File: config.mk
export PLATFORM = sky130hd
export DESIGN_NAME = slot_allocator
export DESIGN_NICKNAME = d
export VERILOG_FILES = /design/src/rtl/buffet_pkg.sv /design/src/rtl/slot_allocator_priority_encoder.sv /design/src/rtl/slot_allocator.sv
export SDC_FILE = /design/constraint.sdc
export NUM_CORES = 1
export LEC_CHECK = 0
export ABC_AREA = 1
export CORE_MARGIN = 2
export CORE_UTILIZATION = 45
export CTS_CLUSTER_DIAMETER = 200
export DETAILED_ROUTE_END_ITERATION = 6
export GPL_TIMING_DRIVEN = 0
export HOLD_SLACK_MARGIN = 0.05
export PLACE_DENSITY = 0.85
export REMOVE_ABC_BUFFERS = 1
export SYNTH_ARGS = -nofsm -noshare
export SYNTH_HDL_FRONTEND = slang
export SYNTH_SLANG_ARGS = --single-unit
File: constraint.sdc
create_clock -name clk -period 5.1 [get_ports clk]
set_clock_uncertainty 0.05 [all_clocks]
set_input_delay 1.275 -clock clk [delete_from_list [all_inputs] [get_ports clk]]
set_output_delay 1.275 -clock clk [all_outputs]
set_load 0.03 [all_outputs]
File: src/rtl/buffet_pkg.sv
// Shared constants and helpers for the buffet slot-tracking blocks.
// Width helpers keep every user of a WIDTH-slot table consistent.
package buffet_pkg;

  // Index width for a table of w slots; never narrower than one bit.
  function automatic int unsigned idx_width(input int unsigned w);
    return (w <= 1) ? 1 : $clog2(w);
  endfunction

  // Width needed to count 0..w occupied slots.
  function automatic int unsigned cnt_width(input int unsigned w);
    return $clog2(w + 1);
  endfunction

  // Reserved encoding should err ever be widened to report the cause.
  typedef enum logic [0:0] {
    ErrDoubleFree = 1'b0,
    ErrRange      = 1'b1
  } err_code_e;

endpackage

File: src/rtl/slot_allocator_priority_encoder.sv
// Free-slot selector: returns the highest index whose occupancy bit is 0.
// With every bit set the result is 0 and must be gated by the caller.
module priorityEncoder
  import buffet_pkg::*;
#(
  parameter int unsigned WIDTH = 8,
  localparam int unsigned IDW = idx_width(WIDTH)
) (
  input  logic [WIDTH-1:0] occ,
  output logic [IDW-1:0]   idx
);

  always_comb begin
    idx = '0;
    // Ascending scan so the highest free index is written last.
    for (int i = 0; i < int'(WIDTH); i++) begin
      if (!occ[i]) begin
        idx = IDW'(i);
      end
    end
  end

endmodule

File: src/rtl/slot_allocator.sv
// Occupancy tracker handing out free slot indices through a req/gnt handshake
// and accepting releases; keeps count, full/empty and a sticky protocol error.
module slot_allocator
  import buffet_pkg::*;
#(
  parameter int unsigned WIDTH = 8,
  localparam int unsigned IDW = idx_width(WIDTH),
  localparam int unsigned CW  = cnt_width(WIDTH)
) (
  input  logic             clk,
  input  logic             nreset,
  input  logic             flush,
  input  logic             alloc_req,
  output logic             alloc_gnt,
  output logic [IDW-1:0]   alloc_id,
  input  logic             free_valid,
  input  logic [IDW-1:0]   free_id,
  output logic [WIDTH-1:0] occ,
  output logic [CW-1:0]    count,
  output logic             full,
  output logic             empty,
  output logic             err
);

  logic [WIDTH-1:0] occ_q, occ_d;
  logic [CW-1:0]    count_q, count_d;
  logic             full_q, full_d;
  logic             empty_q, empty_d;
  logic             err_q, err_d;

  logic [IDW-1:0]   enc_idx;
  logic             free_in_range;
  logic             free_legal;
  logic             free_bad;
  logic [WIDTH-1:0] set_mask;
  logic [WIDTH-1:0] clr_mask;

  priorityEncoder #(
    .WIDTH (WIDTH)
  ) u_enc (
    .occ (occ_q),
    .idx (enc_idx)
  );

  // Grant depends only on registered state plus req/flush, never on free_valid.
  assign alloc_gnt = alloc_req & ~full_q & ~flush;
  assign alloc_id  = enc_idx;

  always_comb begin
    free_in_range = (32'(free_id) < WIDTH);
    free_legal    = free_valid & free_in_range & occ_q[free_id];
    free_bad      = free_valid & ~free_legal & ~flush;
    set_mask      = alloc_gnt  ? (WIDTH'(1) << alloc_id) : '0;
    clr_mask      = free_legal ? (WIDTH'(1) << free_id)  : '0;

    occ_d   = occ_q;
    count_d = count_q;
    err_d   = err_q | free_bad;

    if (flush) begin
      occ_d   = '0;
      count_d = '0;
    end else begin
      occ_d   = (occ_q | set_mask) & ~clr_mask;
      count_d = count_q + CW'(alloc_gnt) - CW'(free_legal);
    end

    full_d  = (count_d == CW'(WIDTH));
    empty_d = (count_d == '0);
  end

  always_ff @(posedge clk or negedge nreset) begin
    if (!nreset) begin
      occ_q   <= '0;
      count_q <= '0;
      full_q  <= 1'b0;
      empty_q <= 1'b1;
      err_q   <= 1'b0;
    end else begin
      occ_q   <= occ_d;
      count_q <= count_d;
      full_q  <= full_d;
      empty_q <= empty_d;
      err_q   <= err_d;
    end
  end

  assign occ   = occ_q;
  assign count = count_q;
  assign full  = full_q;
  assign empty = empty_q;
  assign err   = err_q;

`ifndef SYNTHESIS
  always_ff @(posedge clk) begin
    if (nreset) begin
      assert (int'($countones(occ_q)) == int'(count_q));
      assert (full_q == (count_q == CW'(WIDTH)));
      assert (empty_q == (count_q == '0));
    end
  end
`endif

endmodule

==> After elaboration in Yosys (flattened, before gate mapping) <==
Cells that the tools add are included.
{ "classes": {"n_addsub": 2, "order_cmp": 1, "n_eq_ne": 1, "shift": 2, "muxes": 13, "bitwise": 12, "n_reduce_logical": 1} }
{ "ops": {"columns": ["operator", "count"], "rows": [
  ["two-way mux 8 bit", 3],
  ["left shift 1 x 3 -> 8 bit, first input constant", 2],
  ["two-way mux 3 bit", 4],
  ["AND 8 bit", 1],
  ["NOT 8 bit", 1],
  ["bitwise OR 8 bit", 1],
  ["AND 1 bit", 5],
  ["adder 4 x 1 -> 4 bit", 1],
  ["== test 4 bit, second input constant", 1],
  ["zero test 4 bit", 1],
  ["< comparator 3 x 4 -> 1 bit, second input constant", 1],
  ["two-way mux 2 bit", 2],
  ["two-way mux 4 bit", 1],
  ["subtractor 4 x 1 -> 4 bit", 1],
  ["binary-select mux 1 bit (select 3 bit)", 1],
  ["NOT 1 bit", 3],
  ["two-way mux 1 bit", 2],
  ["bitwise OR 1 bit", 1]
]} }
{ "word_totals": {"regBits": 15, "inputBits": 8, "out_inout_bits": 19, "elab_cells": 37} }

==> Logic depth before layout (Yosys ltp) <==
Gate-level depths: netlist (run 1).
{ "logic_depth": {"depth_word": 12, "ltp_mapped": 19, "depth_no_buf": 18} }

==> Hierarchy <==
From an unflattened synthesis (run 1), not the netlist that was laid out.
{ "hier_totals": {"hier_cells": 153, "area_unflattened_um2": 1047.3} }
{ "by_module_without_submodules": {"columns": ["module", "instances", "cells_each", "area_per_inst_um2"], "rows": [
  ["slot_allocator", 1, 142, 1001.0],
  ["priorityEncoder", 1, 11, 46.3]
]} }

==> Worst setup path before layout (run 1) <==
OpenSTA, ideal clock, no wires.
{ "synth_path": {"kind": "input -> register", "start": "input port free_id[0]", "end": "register empty_q (netlist: empty)", "arrival_time_ns": 3.146, "required_ns": 4.978, "slack_ns": 1.832, "stages": 19, "cell_sequence": "buf_6 > inv_4 > nand2_1 > nand2_1 > nand2_1 > nand3_4 > nand3_4 > inv_1 > ha_1 > inv_1 > ha_1 > fa_1 > inv_1 > nor2_1 > nor2_1 > inv_1 > nor2_1 > nand2_1 > inv_1"} }
{ "synth_between": {"elab_chain_cells": 6} }
{ "synth_rtl": {"columns": ["item", "line_no", "rtl"], "rows": [
  ["start: declaration", "slot_allocator.sv:17", "input logic [IDW-1:0] free_id,"],
  ["binary-select mux 1 bit (select 3 bit)", "slot_allocator.sv:51", "free_legal = free_valid & free_in_range & occ_q[free_id];"],
  ["two-way mux 1 bit (not written as such)", "slot_allocator.sv:51", null],
  ["AND 1 bit", "slot_allocator.sv:51", null],
  ["subtractor 4 x 1 -> 4 bit", "slot_allocator.sv:65", "count_d = count_q + CW'(alloc_gnt) - CW'(free_legal);"],
  ["two-way mux 4 bit", "slot_allocator.sv:60", "if (flush) begin"],
  ["via count_d[1]", "slot_allocator.sv:26", "logic [CW-1:0] count_q, count_d;"],
  ["zero test 4 bit", "slot_allocator.sv:69", "empty_d = (count_d == '0);"],
  ["via empty_d", "slot_allocator.sv:28", "logic empty_q, empty_d;"],
  ["end signal: assignment", "slot_allocator.sv:83", "empty_q <= empty_d;"],
  ["end: declaration", "slot_allocator.sv:28", null]
]} }
The timed path passes the listed nets, and every way through them passes these cells. The select of a mux whose other input is x is not followed.

==> Worst setup path after layout (run 1) <==
{ "layout_path": {"start": "input port flush", "end": "output port alloc_gnt"} }
{ "layout_between": {"elab_chain_cells": 2} }
{ "layout_rtl": {"columns": ["item", "line_no", "rtl"], "rows": [
  ["start: declaration", "slot_allocator.sv:12", "input logic flush,"],
  ["NOT 1 bit", "slot_allocator.sv:46", "assign alloc_gnt = alloc_req & ~full_q & ~flush;"],
  ["AND 1 bit", "slot_allocator.sv:46", null],
  ["end: declaration", "slot_allocator.sv:14", "output logic alloc_gnt,"]
]} }
No other way between the ends.

==> results of run 1 <==
[worst max-delay path by stage]
stage	startpoint	endpoint	slack, ns	depth (start not counted)
2_1_floorplan	free_id[0]	empty$_DFF_PN1_	1.96	18
3_3_place_gp	flush	alloc_gnt	0.93	3
3_5_place_dp	flush	alloc_gnt	0.90	3
4_1_cts	flush	alloc_gnt	0.90	3
5_1_grt	flush	alloc_gnt	0.86	3
6_report	flush	alloc_gnt	0.91	3
[cells in the final DEF (no fill, tap or decap), drive strengths merged]
cell type      synthesis  routed
clkinv                 1       1
o21ai                  5       5
a21oi                  6       6
nor3                   3       3
nand2                 44      44
nand4                  5       5
clkdlybuf4s50          0      26
nand3                  6       6
o21a                   1       1
dfrtp                 14      14
ha                     4       4
xor2                   1       1
o21bai                 1       1
inv                   28      28
clkbuf                 0       4
fa                     1       1
dfstp                  1       1
nor2                  24      24
[kinds of logic (layout without fill, tap and decap cells)]
family / after synthesis / in the layout / synth area share, %
AO/OA/AOI/OAI: 13 / 13 / 8.14
XOR/XNOR: 1 / 1 / 0.803
adder cells (fa/ha/maj): 5 / 5 / 6.42
buffers and inverters: 32 / 59 / 12.8
flip-flops: 15 / 15 / 34.5
AND/OR/NAND/NOR: 82 / 82 / 37.3
[cell type report]
| cell class | instances | area (µm²) | area share (%) |
|---|---|---|---|
| Timing Repair Buffer | 26 | 260 | 18.8 |
| Clock buffer | 4 | 26.3 | 1.90 |
| Tap cell | 28 | 35.0 | 2.53 |
| Inverter | 29 | 113 | 8.13 |
| Multi-Input combinational cell | 101 | 574 | 41.5 |
| Sequential cell | 15 | 377 | 27.2 |
[report_power, final]
part           internal [mW]  total [mW]  leakage (nW)  switching, mW
Clock                 0.0303      0.0686        0.0150         0.0383
Sequential             0.141       0.155         0.196         0.0137
Combinational         0.0781       0.203         0.445          0.125
[cells in the mapped netlist]
| cell | instances |
|---|---|
| nand2_1 | 39 |
| inv_1 | 26 |
| nor2_1 | 20 |
| dfrtp_1 | 14 |
| a21oi_1 | 5 |
| nand2_2 | 5 |
| nand4_1 | 5 |
| ha_1 | 4 |
| o21ai_1 | 4 |
| nand3_4 | 3 |
| nor3_1 | 3 |
| buf_6 | 2 |
| nand3_1 | 2 |
| nor2_2 | 2 |
| nor2_4 | 2 |
| a21oi_4 | 1 |
| buf_2 | 1 |
| clkinv_2 | 1 |
| dfstp_2 | 1 |
| fa_1 | 1 |
| inv_2 | 1 |
| inv_4 | 1 |
| nand3_2 | 1 |
| o21a_1 | 1 |
| o21ai_2 | 1 |
| o21bai_2 | 1 |
| xor2_1 | 1 |
[through the flow]
| step | instances | power (mW) | hold slack [ns] | setup slack, ns |
|---|---|---|---|---|
| final | 203 | 0.426 | 0.436 | 0.909 |
| after global routing | 203 | 0.460 | 0.470 | 0.857 |
| after CTS | 203 | 0.429 | 0.437 | 0.901 |
| after detailed placement | 199 | 0.361 | 0.407 | 0.900 |
| after global placement | 199 | 0.355 | 0.410 | 0.932 |
| after floorplan | 145 | 0.287 | 0.634 | 1.96 |
[worst register-to-register path, stage by stage (launching register included)]
cell and delay, ns:
dfrtp_1 0.44, nand2_1 0.09, nand2_1 0.09, nand2_1 0.12
nand3_4 0.11, nand3_4 0.12, inv_1 0.05, ha_1 0.26
inv_1 0.03, ha_1 0.20, fa_1 0.43, inv_1 0.06
nor2_1 0.04, nor2_1 0.15, inv_1 0.07, nor3_1 0.17
[layer usage]
metal / share of wire [%] / up-vias / GRT usage (%)
li1: - / 511 / -
met1: 45 / 439 / 26.3
met2: 48 / 37 / 32.1
met3: 5.3 / 8 / 4.24
met4: 2.0 / 0 / 6.84
met5: 0 / - / 0
[sequential cells by signal, indices dropped and copies added, names as in the netlist]
signal	flops
count	4
occ	8
empty	1
full	1
err	1
==> results.json, run 1 <==
{
  "routedWlPerCell_um": 11.5,
  "maxCapViolCount": 0,
  "grt_max_degree": 16,
  "end_kind": "primary output",
  "critical-path-max-stage-delay_ns": 0.70,
  "syn2layout_area_growth_pct": 26.9,
  "cts_hold_buf": 0,
  "gp_congestion": 0.936,
  "fin_crit_ns": 4.19,
  "drive_gt1_share_pct": 13.1,
  "cts-root-buf": "clkbuf_4",
  "cts.sinks": 15,
  "dr.pass1.iters": 4,
  "synthCells": 148,
  "coreArea_um2": 2250,
  "yosysSeqAreaShare_pct": 34.5,
  "die_h_um": 53.2,
  "antenna_found_initial": 0,
  "ys_warn_count": 0,
  "cts_resized": 0,
  "status": "complete, no violations",
  "slew_viol_final": 0,
  "io_pins": 27,
  "crit_arrival_ns": 2.87,
  "vias": 995,
  "required_ns": 3.77,
  "post-route-util_pct": 61.4,
  "initial_utilization_pct": 48.4,
  "crit_type": "in -> out",
  "fmax_mhz": 239,
  "rsz0062_at_grt": "false",
  "ff2ff_setup_slack_ns": 2.53,
  "cp_slowest_cell": "clkdlybuf4s50_1",
  "cts_setup_buffers": 0,
  "reg2regPathDepth": 15,
  "tns_ns": 0,
  "die_width_um": 53.2,
  "grt_pass1_vias": 935,
  "syn_area_um2": 1090,
  "p_leak_nw": 0.656,
  "r2r_start": "occ[3]$_DFF_PN0_",
  "dpl_cell_area_um2": 1360,
  "finalNetCount": 189,
  "crit_chain": "clkdlybuf4s50_1, nor2_4, clkdlybuf4s50_1",
  "path_clk_slew_ns": 0.09,
  "cts_tree": "done",
  "clock_latency_ns": 0.28,
  "synth_area_per_cell_um2": 7.37,
  "p_per_area_nw_per_um2": 308,
  "yosysUniqueCellTypes": 27,
  "tightest_slew_ns": 0.685,
  "period_share_pct": 82.2,
  "synth.area.top_cells": "dfrtp_1, nand2_1, inv_1, nor2_1, nand3_4",
  "clockBufferDepth": 2,
  "synth.ff_latch_count": 15,
  "min_path_type": "reg -> reg",
  "setup_violations": 0,
  "fillerInstances": 215,
  "htree_levels": 1,
  "rows": 17,
  "hp-start": "err$_DFF_PN0_",
  "dieArea_um2": 2830,
  "via_per_inst": 4.90,
  "synth_top_area_share_pct": 32.1,
  "max_slew_margin_pct": 54.2,
  "grt_first_pass_wirelength_mm": 4.06,
  "irDropWorstVdd_mv": 0.254,
  "drt_iter0_drc": 15,
  "cp_num_buf_inv": 2,
  "grtUsageTotal_pct": 20.0,
  "io_buffers": 26,
  "hold-path-endpoint": "err$_DFF_PN0_",
  "holdPathStages": 1,
  "antenna_left": 0,
  "hold_viol": 0,
  "start_kind": "input pin",
  "yosys.area.top_type": "dfrtp_1",
  "worst_r2r_endpoint": "full$_DFF_PN0_",
  "overflow": 0,
  "diodes": 0,
  "dp_hpwl_mm": 1.86,
  "cp_common_cell": "clkdlybuf4s50_1",
  "cts_inserted_buffers": 3,
  "drt_wl_total_mm": 2.33,
  "post-route-drc-count": 0,
  "fin_area_um2": 1390,
  "critPathTopFamily": "buffers and inverters",
  "crit_fanout": 8
}
(Power assumes the default switching activity.)
==> run 2, diff against run 1 <==
Clock period 5.1 ns to 3.9 ns, I/O delays scaled along.
==> results of run 2 <==
Same layout as run 1 (identical final DEF). Status: complete, no violations.
Among the figures that moved: setup slack after placement 0.900 ns -> 0.0492 ns; setup slack after layout 0.909 ns -> 0.288 ns; start point of the critical path flush -> free_id[0]; end point of the critical path alloc_gnt -> full$_DFF_PN0_; register-to-register setup slack 2.53 ns -> 1.33 ns; total power 0.426 mW -> 0.557 mW; worst IR drop on VDD 0.254 mV -> 0.332 mV
==> run 3, diff against run 2 <==
Settings changed: PLACE_DENSITY 0.85 to unset, PLACE_DENSITY_LB_ADDON set to 0.25.
==> run 3 against run 2 <==
Net effect:
- register-to-register slack worse by 0.04 ns
- combinational power is 2% higher
- design area stayed put
- power is 1.4% higher
- clock power is 4.2% higher
==> results.json, run 3 (synthesized netlist as in run 1, its figures left out) <==
{
  "final_common_cell": "nand2_1",
  "vias": 986,
  "routedWlPerCell_um": 11.7,
  "cp_num_buf_inv": 6,
  "grtUsageTotal_pct": 20.2,
  "status": "complete, no violations",
  "r2r_start": "occ[5]$_DFF_PN0_",
  "p_per_area_nw_per_um2": 408,
  "maxCapViolCount": 0,
  "cts.sinks": 15,
  "tightest_slew_ns": 0.681,
  "die_h_um": 53.2,
  "cts_resized": 0,
  "hold-path-endpoint": "err$_DFF_PN0_",
  "max_slew_margin_pct": 54.4,
  "coreArea_um2": 2250,
  "path_clk_slew_ns": 0.10,
  "cp_common_cell": "inv_1",
  "dr.pass1.iters": 4,
  "irDropWorstVdd_mv": 0.360,
  "overflow": 0,
  "crit_type": "in -> reg",
  "period_share_pct": 92.0,
  "antenna_found_initial": 0,
  "rsz0062_at_grt": "false",
  "worst_r2r_endpoint": "full$_DFF_PN0_",
  "finalNetCount": 189,
  "crit_chain": "clkdlybuf4s50_1, inv_4, nand2_1, nand2_1, nand2_1, nand3_4, nand3_4, inv_1, ha_1, inv_1, ha_1, fa_1, inv_1, nor2_1, nor2_1, inv_1, nor3_1",
  "layout_common_cells": "nand2_1, inv_1, clkdlybuf4s50_1",
  "syn2layout_area_growth_pct": 26.9,
  "cts-root-buf": "clkbuf_4",
  "initial_utilization_pct": 48.4,
  "largest_reg_flops": 8,
  "slew_viol_final": 0,
  "grt_max_degree": 16,
  "rows": 17,
  "min_path_type": "reg -> reg",
  "tns_ns": 0,
  "end_kind": "flop",
  "cts_tree": "done",
  "ff2ff_setup_slack_ns": 1.29,
  "io_buffers": 26,
  "antenna_left": 0,
  "io_pins": 27,
  "via_per_inst": 4.86,
  "fmax_mhz": 279,
  "cts_setup_buffers": 0,
  "holdWs_ns": 0.434,
  "critPathTopFamily": "buffers and inverters",
  "dieArea_um2": 2830,
  "setup_violations": 0,
  "drt_iter0_drc": 24,
  "drive_gt1_share_pct": 13.1,
  "crit_fanout": 10,
  "start_kind": "input pin",
  "cp_slowest_cell": "clkdlybuf4s50_1",
  "holdPathStages": 1,
  "grt_first_pass_wirelength_mm": 4.18,
  "cts_inserted_buffers": 3,
  "cts_hold_buf": 0,
  "die_width_um": 53.2,
  "critical-path-max-stage-delay_ns": 0.71,
  "required_ns": 4.07,
  "crit_arrival_ns": 3.76,
  "drt_wl_total_mm": 2.37,
  "clockBufferDepth": 2,
  "hp-start": "err$_DFF_PN0_",
  "dp_hpwl_mm": 1.89,
  "reg2regPathDepth": 15,
  "diodes": 0,
  "gp_congestion": 0.798,
  "htree_levels": 1,
  "post-route-drc-count": 0,
  "p_leak_nw": 0.656,
  "power_uw": 565,
  "hold_viol": 0,
  "clock_latency_ns": 0.29,
  "fin_crit_ns": 3.59,
  "grt_pass1_vias": 971
}
run 3: worst max path at each step:
stage                     startpoint              end  slack [ns]  cells after the start
after global placement    free_id[0]   full$_DFF_PN0_         0.1                     17
final                     free_id[0]   full$_DFF_PN0_        0.31                     17
after floorplan           free_id[0]  empty$_DFF_PN1_        1.06                     18
after detailed placement  free_id[0]   full$_DFF_PN0_        0.04                     17
after global routing      free_id[0]  empty$_DFF_PN1_        0.04                     19
after CTS                      flush        alloc_gnt        0.31                      3
run 3: cell type report:
| type | count | area (µm²) |
|---|---|---|
| sequential | 15 | 377 |
| fill | 217 | 870 |
| multi-input combinational | 101 | 574 |
| clock buffer | 4 | 26.3 |
| tap | 28 | 35.0 |
| timing repair buffer | 26 | 260 |
| inverter | 29 | 113 |
run 3: layer usage:
layer / vias up / GRT usage [%] / part of all wire, %
li1: 511 / - / -
met1: 445 / 25.9 / 44
met2: 25 / 34.8 / 50
met3: 5 / 2.26 / 4.2
met4: 0 / 7.26 / 1.5
met5: - / 0 / 0
run 3: stage by stage:
step                      setup WS, ns  instance area, µm²  cells  util (%)
after floorplan                   1.06                1060    145         -
after global placement          0.0982                1360    199      60.3
after detailed placement        0.0377                1360    199      60.3
after CTS                        0.314                1390    203      61.4
after global routing            0.0437                1390    203      61.4
final                            0.314                1390    203      61.4
run 3: report_power, final:
group | switching, mW | internal, mW
clock network | 0.0536 | 0.0399
registers | 0.0182 | 0.184
logic | 0.166 | 0.103
total | 0.238 | 0.327
